==> src/rtl/isq_squarer.sv <==
// isq_squarer: sequential shift-add integer squarer, square = root*root, with a start/busy/done handshake.
// Optional build macro SQUARE_CHECK_EN adds the value input and the root_ok range-check output.
module isq_squarer #(
  parameter int WIDTH          = 32,
  parameter int BITS_PER_CYCLE = 1
) (
  input  logic                 clock,
  input  logic                 reset,
  input  logic                 start,
  input  logic [WIDTH-1:0]     root,
`ifdef SQUARE_CHECK_EN
  input  logic [2*WIDTH-1:0]   value,
  output logic                 root_ok,
`endif
  output logic                 busy,
  output logic                 done,
  output logic [2*WIDTH-1:0]   square
);

  localparam int N  = WIDTH / BITS_PER_CYCLE;
  localparam int CW = $clog2(N + 1);
  localparam int AW = 2 * WIDTH + 1;
  localparam logic [CW-1:0] LAST = CW'(N);

  typedef enum logic [1:0] {IDLE, BUSY, DONE} state_t;

  state_t               state;
  state_t               state_next;
  logic [WIDTH-1:0]     mcand;
  logic [WIDTH-1:0]     mplier;
  logic [2*WIDTH-1:0]   acc;
  logic [2*WIDTH-1:0]   acc_next;
  logic [CW-1:0]        count;
  logic [CW-1:0]        count_next;
  logic                 load;
  logic                 finish;

  // Adds the partial products selected by this cycle's multiplier bits; base is the bit weight of bits[0].
  function automatic logic [2*WIDTH-1:0] add_partials(
    input logic [2*WIDTH-1:0]        acc_in,
    input logic [WIDTH-1:0]          mc,
    input logic [BITS_PER_CYCLE-1:0] bits,
    input int                        base
  );
    logic [2*WIDTH-1:0] sum;
    sum = acc_in;
    for (int j = 0; j < BITS_PER_CYCLE; j++) begin
      if (bits[j]) sum = sum + ({{WIDTH{1'b0}}, mc} << (base + j));
    end
    return sum;
  endfunction

`ifdef SQUARE_CHECK_EN
  // (r+1)^2 = r^2 + 2r + 1 is formed one bit wider so the all-ones root cannot wrap.
  function automatic logic in_range(
    input logic [2*WIDTH-1:0] sq,
    input logic [WIDTH-1:0]   mc,
    input logic [2*WIDTH-1:0] val
  );
    logic [AW-1:0] upper;
    upper = {1'b0, sq} + {{WIDTH{1'b0}}, mc, 1'b0} + AW'(1);
    return (sq <= val) && (upper > {1'b0, val});
  endfunction
`endif

  always_comb begin
    state_next = state;
    load       = 1'b0;
    finish     = 1'b0;
    acc_next   = acc;
    count_next = count;
    case (state)
      IDLE, DONE: begin
        if (start) begin
          load       = 1'b1;
          state_next = BUSY;
        end
      end
      BUSY: begin
        acc_next   = add_partials(acc, mcand, mplier[BITS_PER_CYCLE-1:0],
                                  int'(count) * BITS_PER_CYCLE);
        count_next = count + CW'(1);
        if (count_next == LAST) begin
          finish     = 1'b1;
          state_next = DONE;
        end
      end
      default: state_next = IDLE;
    endcase
  end

  always_ff @(posedge clock) begin
    if (!reset) state <= IDLE;
    else        state <= state_next;
  end

  // Operand, accumulator and result registers; start in BUSY never reaches here.
  always_ff @(posedge clock) begin
    if (!reset) begin
      mcand   <= '0;
      mplier  <= '0;
      acc     <= '0;
      count   <= '0;
      square  <= '0;
`ifdef SQUARE_CHECK_EN
      root_ok <= 1'b0;
`endif
    end else if (load) begin
      mcand   <= root;
      mplier  <= root;
      acc     <= '0;
      count   <= '0;
`ifdef SQUARE_CHECK_EN
      root_ok <= 1'b0;
`endif
    end else if (state == BUSY) begin
      acc    <= acc_next;
      mplier <= mplier >> BITS_PER_CYCLE;
      count  <= count_next;
      if (finish) begin
        square  <= acc_next;
`ifdef SQUARE_CHECK_EN
        root_ok <= in_range(acc_next, mcand, value);
`endif
      end
    end
  end

  assign busy = (state == BUSY);
  assign done = (state == DONE);

endmodule
==> config.mk <==
export PLATFORM = sky130hd
export DESIGN_NAME = isq_squarer
export DESIGN_NICKNAME = d
export VERILOG_FILES = /design/src/rtl/isq_squarer.sv
export SDC_FILE = /design/constraint.sdc
export NUM_CORES = 1
export LEC_CHECK = 0
export ABC_AREA = 1
export CORE_MARGIN = 1.5
export CORE_UTILIZATION = 40
export CTS_CLUSTER_SIZE = 14
export DETAILED_ROUTE_END_ITERATION = 8
export DONT_BUFFER_PORTS = 1
export MAX_ROUTING_LAYER = met4
export RECOVER_POWER = 50
export SYNTH_ARGS = -nofsm -noshare
export SYNTH_HDL_FRONTEND = slang
export SYNTH_SLANG_ARGS = --single-unit
==> constraint.sdc <==
create_clock -name clock -period 4.5 [get_ports clock]
set_input_delay 1.35 -clock clock [delete_from_list [all_inputs] [get_ports clock]]
set_output_delay 1.35 -clock clock [all_outputs]
set_load 0.005 [all_outputs]
=== Yosys cells after proc, flatten, opt, wreduce, memory -nomap -nowiden ===
Cells that the tools add are included.
Widths: inputs -> output; s select.

* Output and inout bits: 66
* Word-level logic and storage cells: 32
* Bits in registers: 200
* Input bits: 35

* Equality and inequality tests: 5
* Bitwise logic cells: 2
* Multiplexer cells: 10
* Add/subtract/negate cells: 2
* Shift-type cells: 1
* Reduce and logical (&&, ||, !) cells: 6

{| class="wikitable"
|+ Operators by type and width
! kind !! number
|-
| $add 64x64->64 || 1
|-
| $mux 32 || 2
|-
| $mux 64 || 1
|-
| $shl 32x6->64 || 1
|-
| $add 6x1->6 const B || 1
|-
| $eq 6x6->1 const B || 1
|-
| $mux 1 || 4
|-
| $mux 2 || 2
|-
| $pmux 2 s2 || 1
|-
| $reduce_or 2->1 || 2
|-
| $reduce_and 3->1 || 1
|-
| $eq 2x1->1 const B || 1
|-
| $eq 2x2->1 const B || 1
|-
| $logic_not 2->1 || 1
|-
| $ne 2x1->1 const B || 1
|-
| $ne 2x2->1 const B || 1
|-
| $not 1->1 || 2
|-
| $reduce_and 2->1 || 1
|-
| $reduce_bool 2->1 || 1
|}

=== Logic depth before layout (Yosys ltp) ===
* Word-level depth: 5
* Depth in mapped cells: 31
* Gate-level depth less buffers: 29

=== Least setup slack after synthesis ===
No wires, ideal clock.

* Kind: register to register
* Start point: register count[0]
* End point: register acc[59]
* Cell stages (with the launch flop): 27
* Period minus slack after synthesis: 3.140 ns
* Slack: 1.360 ns
* Data arrival time: 3.031 ns
* Cells stage by stage: dfxtp_1 -> buf_6 -> inv_2 -> buf_6 -> o21ai_1 -> nand2_1 -> o21ai_0 -> nor2_1 -> a31oi_1 -> nand2_1 -> o21a_1 -> o21ai_1 -> nor2_1 -> ha_1 -> nand2_1 -> nor2_1 -> inv_1 -> nor2_1 -> inv_1 -> nor4_1 -> nand2_1 -> nand2_1 -> nand2_1 -> nand3_1 -> nand3_1 -> nand2_1 -> inv_1

* Word-level cells in the longest chain between the ends: 3

{| class="wikitable"
|+ Ends and longest elaborated chain
! item !! line !! source
|-
| start: declaration || 33 || <nowiki>logic [CW-1:0] count;</nowiki>
|-
| start signal: assignment || 119 || <nowiki>count <= count_next;</nowiki>
|-
| $shl 32x6->64 || 48 || <nowiki>if (bits[j]) sum = sum + ({{WIDTH{1'b0}}, mc} << (base + j));</nowiki>
|-
| $add 64x64->64 || 48 ||
|-
| $mux 64 || 48 ||
|-
| end signal: assignment || 117 || <nowiki>acc <= acc_next;</nowiki>
|-
| end: declaration || 31 || <nowiki>logic [2*WIDTH-1:0] acc;</nowiki>
|}

Every way passes these cells.
A chain may end at the register's enable or synchronous reset.

=== Worst setup path after layout ===
* Start point: register count[0]
* End point: register acc[61]

The elaborated chain is that of the path after synthesis.

==> run summary <==
Outcome -> finished with violations
Failing checks -> capacitance limit, slew limit
Synth warn -> 0
Largest net degree at the start of global routing -> 94
DR pass1 iterations -> 7
First-pass GRT wire length -> 96,000 um
Port Buf Inserts -> 0
Max Cap Viol -> 2
Ant diodes -> 0
Most frequent cells in the layout -> nand2_1 (797), inv_1 (343), nor2_1 (292)
CP delay by family, top -> compound AO/OA/AOI/OAI gates
Cell count after synthesis -> 2,638
WL final -> 64,000 um
H-tree levels -> 4
Die area -> 0.0398 mm^2
Net count, final -> 2,799
RSZ-0062 raised after global routing -> false
Peak supply drop -> 0.333 mV
Avg Cell Area, Syn -> 5.86 um^2
Final setup viols -> 0
Slew @ Worst Pin -> 2.67 ns
Area of the multi-input gates -> 0.00970 mm^2
Commonest non-fill, non-tap cell in the layout -> nand2_1
Tcrit/Tclk final -> 94.2%
Detailed-route via count -> 17,191
Post-synth top area cell -> dfxtp_1
EDFF count, synth -> 0
R2R Setup Slk -> 0.26 ns
Final Wtd Congestion -> 1.05
Layout fillers -> 4,232
Register area share after synthesis -> 25.9%
Layout area overhead -> 13.3%
CP endpoint kind -> flip-flop
Worst Path Required -> 4.91 ns
Slowest stage cell, crit path -> ha_1
Max Root-Sink Buffers -> 2
Number of antenna violations at the first check in global routing -> 0
Total gr overflow -> 0
Synth top area cells -> dfxtp_1 (26%), nand2_1 (19%), inv_1 (8.4%), nor2_1 (7.3%), nand3_1 (6.8%)
CTS Buf Count -> 17
DIE WIDTH -> 200 um
Row cnt -> 71
Crit path DAT -> 4.65 ns
Top-area cell type share of the netlist area -> 25.9%
Gr usage total -> 33.8%
Layout cells sized above 1 -> 8.48%
Worst path buffer plus inverter count -> 4
Later-pin clock latency in the skew report -> 0.51 ns
Leakage Power -> 8.51 nW
Worst-path fanout max -> 11
Via density -> 5.34
#FFs+latches synth -> 200
Vias in the first global route -> 16,167
Final Hold Viols -> 0
Initial DRC count -> 1,255
Slew Limit Fails -> 95
Post-synth top flop -> dfxtp_1
IO Pins -> 101
CP max stage delay -> 0.38 ns
Root buf cell -> clkbuf_16
Worst Hold Class -> flip-flop to flip-flop
Synth Net Count -> 2,738
Initial Util -> 40.8%
Post-route DRC violation count -> 0
Pwr dens -> 270 mW/mm^2
Crit-path cells -> buf_4 -> buf_4 -> o21ai_0 -> nand2_1 -> o21ai_0 -> nor2_1 -> a31oi_1 -> o21a_1 -> o21ai_1 -> o22ai_1 -> ha_1 -> nand2_1 -> o21bai_1 -> a21oi_1 -> nand2_1 -> a21oi_2 -> buf_4 -> nand3b_1 -> nand3_1 -> nand3_1 -> nand2_1 -> inv_1
Fin area -> 0.0175 mm^2
Clock sinks -> 200
Post-synth ARST share -> 0%
Startpoint Class -> flip-flop
CTS tree -> yes
DP Wirelength -> 51,700 um
Core Footprint -> 0.0378 mm^2
Max Fclk -> 236 MHz
Worst-path clk slew -> 0.08 ns
Clk_skew -> 0.0131 ns
Sequential cell area -> 0.00401 mm^2
Area after DPL -> 0.0168 mm^2
Number of library cell types mapped by synthesis -> 45
Final min period -> 4.24 ns
Antenna viol nets, final -> 0
Most common cell type on the critical path -> nand2_1
Final core occ -> 46.3%
Die height -> 200 um
Slew Limit Headroom -> -78.1%
Post-synthesis cell area -> 0.0155 mm^2
Routed wire per std cell -> 19.8 um
Critical path class -> flip-flop to flip-flop
metrics by stage:
step / power, mW / hold WS [ns] / std cells / setup WS [ns] / setup TNS, ns
after global routing: 4.93 / 0.501 / 3222 / 0.00129 / 0
after detailed placement: 3.12 / 0.468 / 3188 / -0.195 / -0.367
after global placement: 3.11 / 0.465 / 3188 / -0.254 / -0.477
after CTS: 4.73 / 0.482 / 3219 / 0.0324 / 0
final: 4.72 / 0.479 / 3222 / 0.261 / 0
after floorplan: 2.68 / 0.444 / 2638 / 1.36 / 0
Yosys cell counts (7+ instances only):
cell type / n
nand2_1: 798
inv_1: 344
nor2_1: 300
nand3_1: 211
dfxtp_1: 200
o21ai_0: 191
a21oi_1: 109
clkbuf_1: 68
ha_1: 64
a31oi_1: 42
o21a_1: 41
o21bai_1: 29
o22ai_1: 28
buf_2: 23
nand3b_1: 19
nor3_1: 18
o21ai_1: 17
o211ai_1: 15
o221ai_1: 15
xnor2_1: 14
buf_1: 11
nand4_1: 11
xor2_1: 11
buf_6: 8
inv_2: 7
area by class of cell:
cell class	instances	share of cell area (%)
clock inverter	14	0.929
tap	511	3.65
clock buffer	17	2.43
inverter	354	7.65
timing repair buffer	157	7.05
multi-input combinational	1969	55.4
sequential	200	22.9
registers in the layout (all words and copies together) (netlist names):
| register | cells |
|---|---|
| acc | 64 |
| mplier | 32 |
| square | 64 |
| mcand | 32 |
| count | 6 |
| state | 2 |
layer usage:
metal  up-vias  global-route usage, %  part of all wire (%)  wire [um]
met5         -                      -                     0          0
met4         0                   12.8                   3.2       2070
met3        90                   3.51                   4.8       3080
met2       469                   55.5                    47      29900
met1      7987                   42.6                    45      28900
li1       8645                      -                     -          -
power breakdown:
| group | internal, mW | leakage (nW) | switching [mW] |
|---|---|---|---|
| combinational | 0.389 | 6.59 | 0.806 |
| clock | 0.785 | 0.289 | 0.829 |
| sequential | 1.84 | 1.63 | 0.0668 |
worst reg2reg max path: cells and delay by family, from the launching register on:
family	cells	cell delay [ns]
AOI/OAI and AO/OA	9	1.95
and+or+nand+nor	8	0.93
buffers and inverters	4	0.55
adders and majority gates	1	0.38
DFF	1	0.36
logic make-up (layout without fill, tap and decap cells):
logic type                 count (synthesis)  in the layout  synth area share (%)
AOI/OAI and AO/OA                        497            497                  18.6
xor gates and xnor gates                  25             25                  1.42
adders and majority gates                 65             65                  5.31
buffers and inverters                    469            542                  12.1
DFF                                      200            200                  25.9
muxes                                      5              5                 0.324
and+or+nand+nor                         1377           1377                  36.4
timing repair:
action	CTS	global route
setup buffers	0	3
resized for setup	1	48
setup endpoints to repair	2	86
gates cloned	0	0
hold buffers	0	0
pin swaps	0	3
final timing paths:
path	cells after the start	endpoint	from
worst max-delay path	22	acc[61]$_SDFFE_PP0P_	count[0]$_SDFFE_PP0P_
worst min-delay path	2	mplier[10]$_SDFFE_PN0P_	mplier[10]$_SDFFE_PN0P_
worst max register to register	22	acc[61]$_SDFFE_PP0P_	count[0]$_SDFFE_PP0P_
worst min register to register	2	mplier[10]$_SDFFE_PN0P_	mplier[10]$_SDFFE_PN0P_
Note: power is estimated with default switching activity, not from simulation.
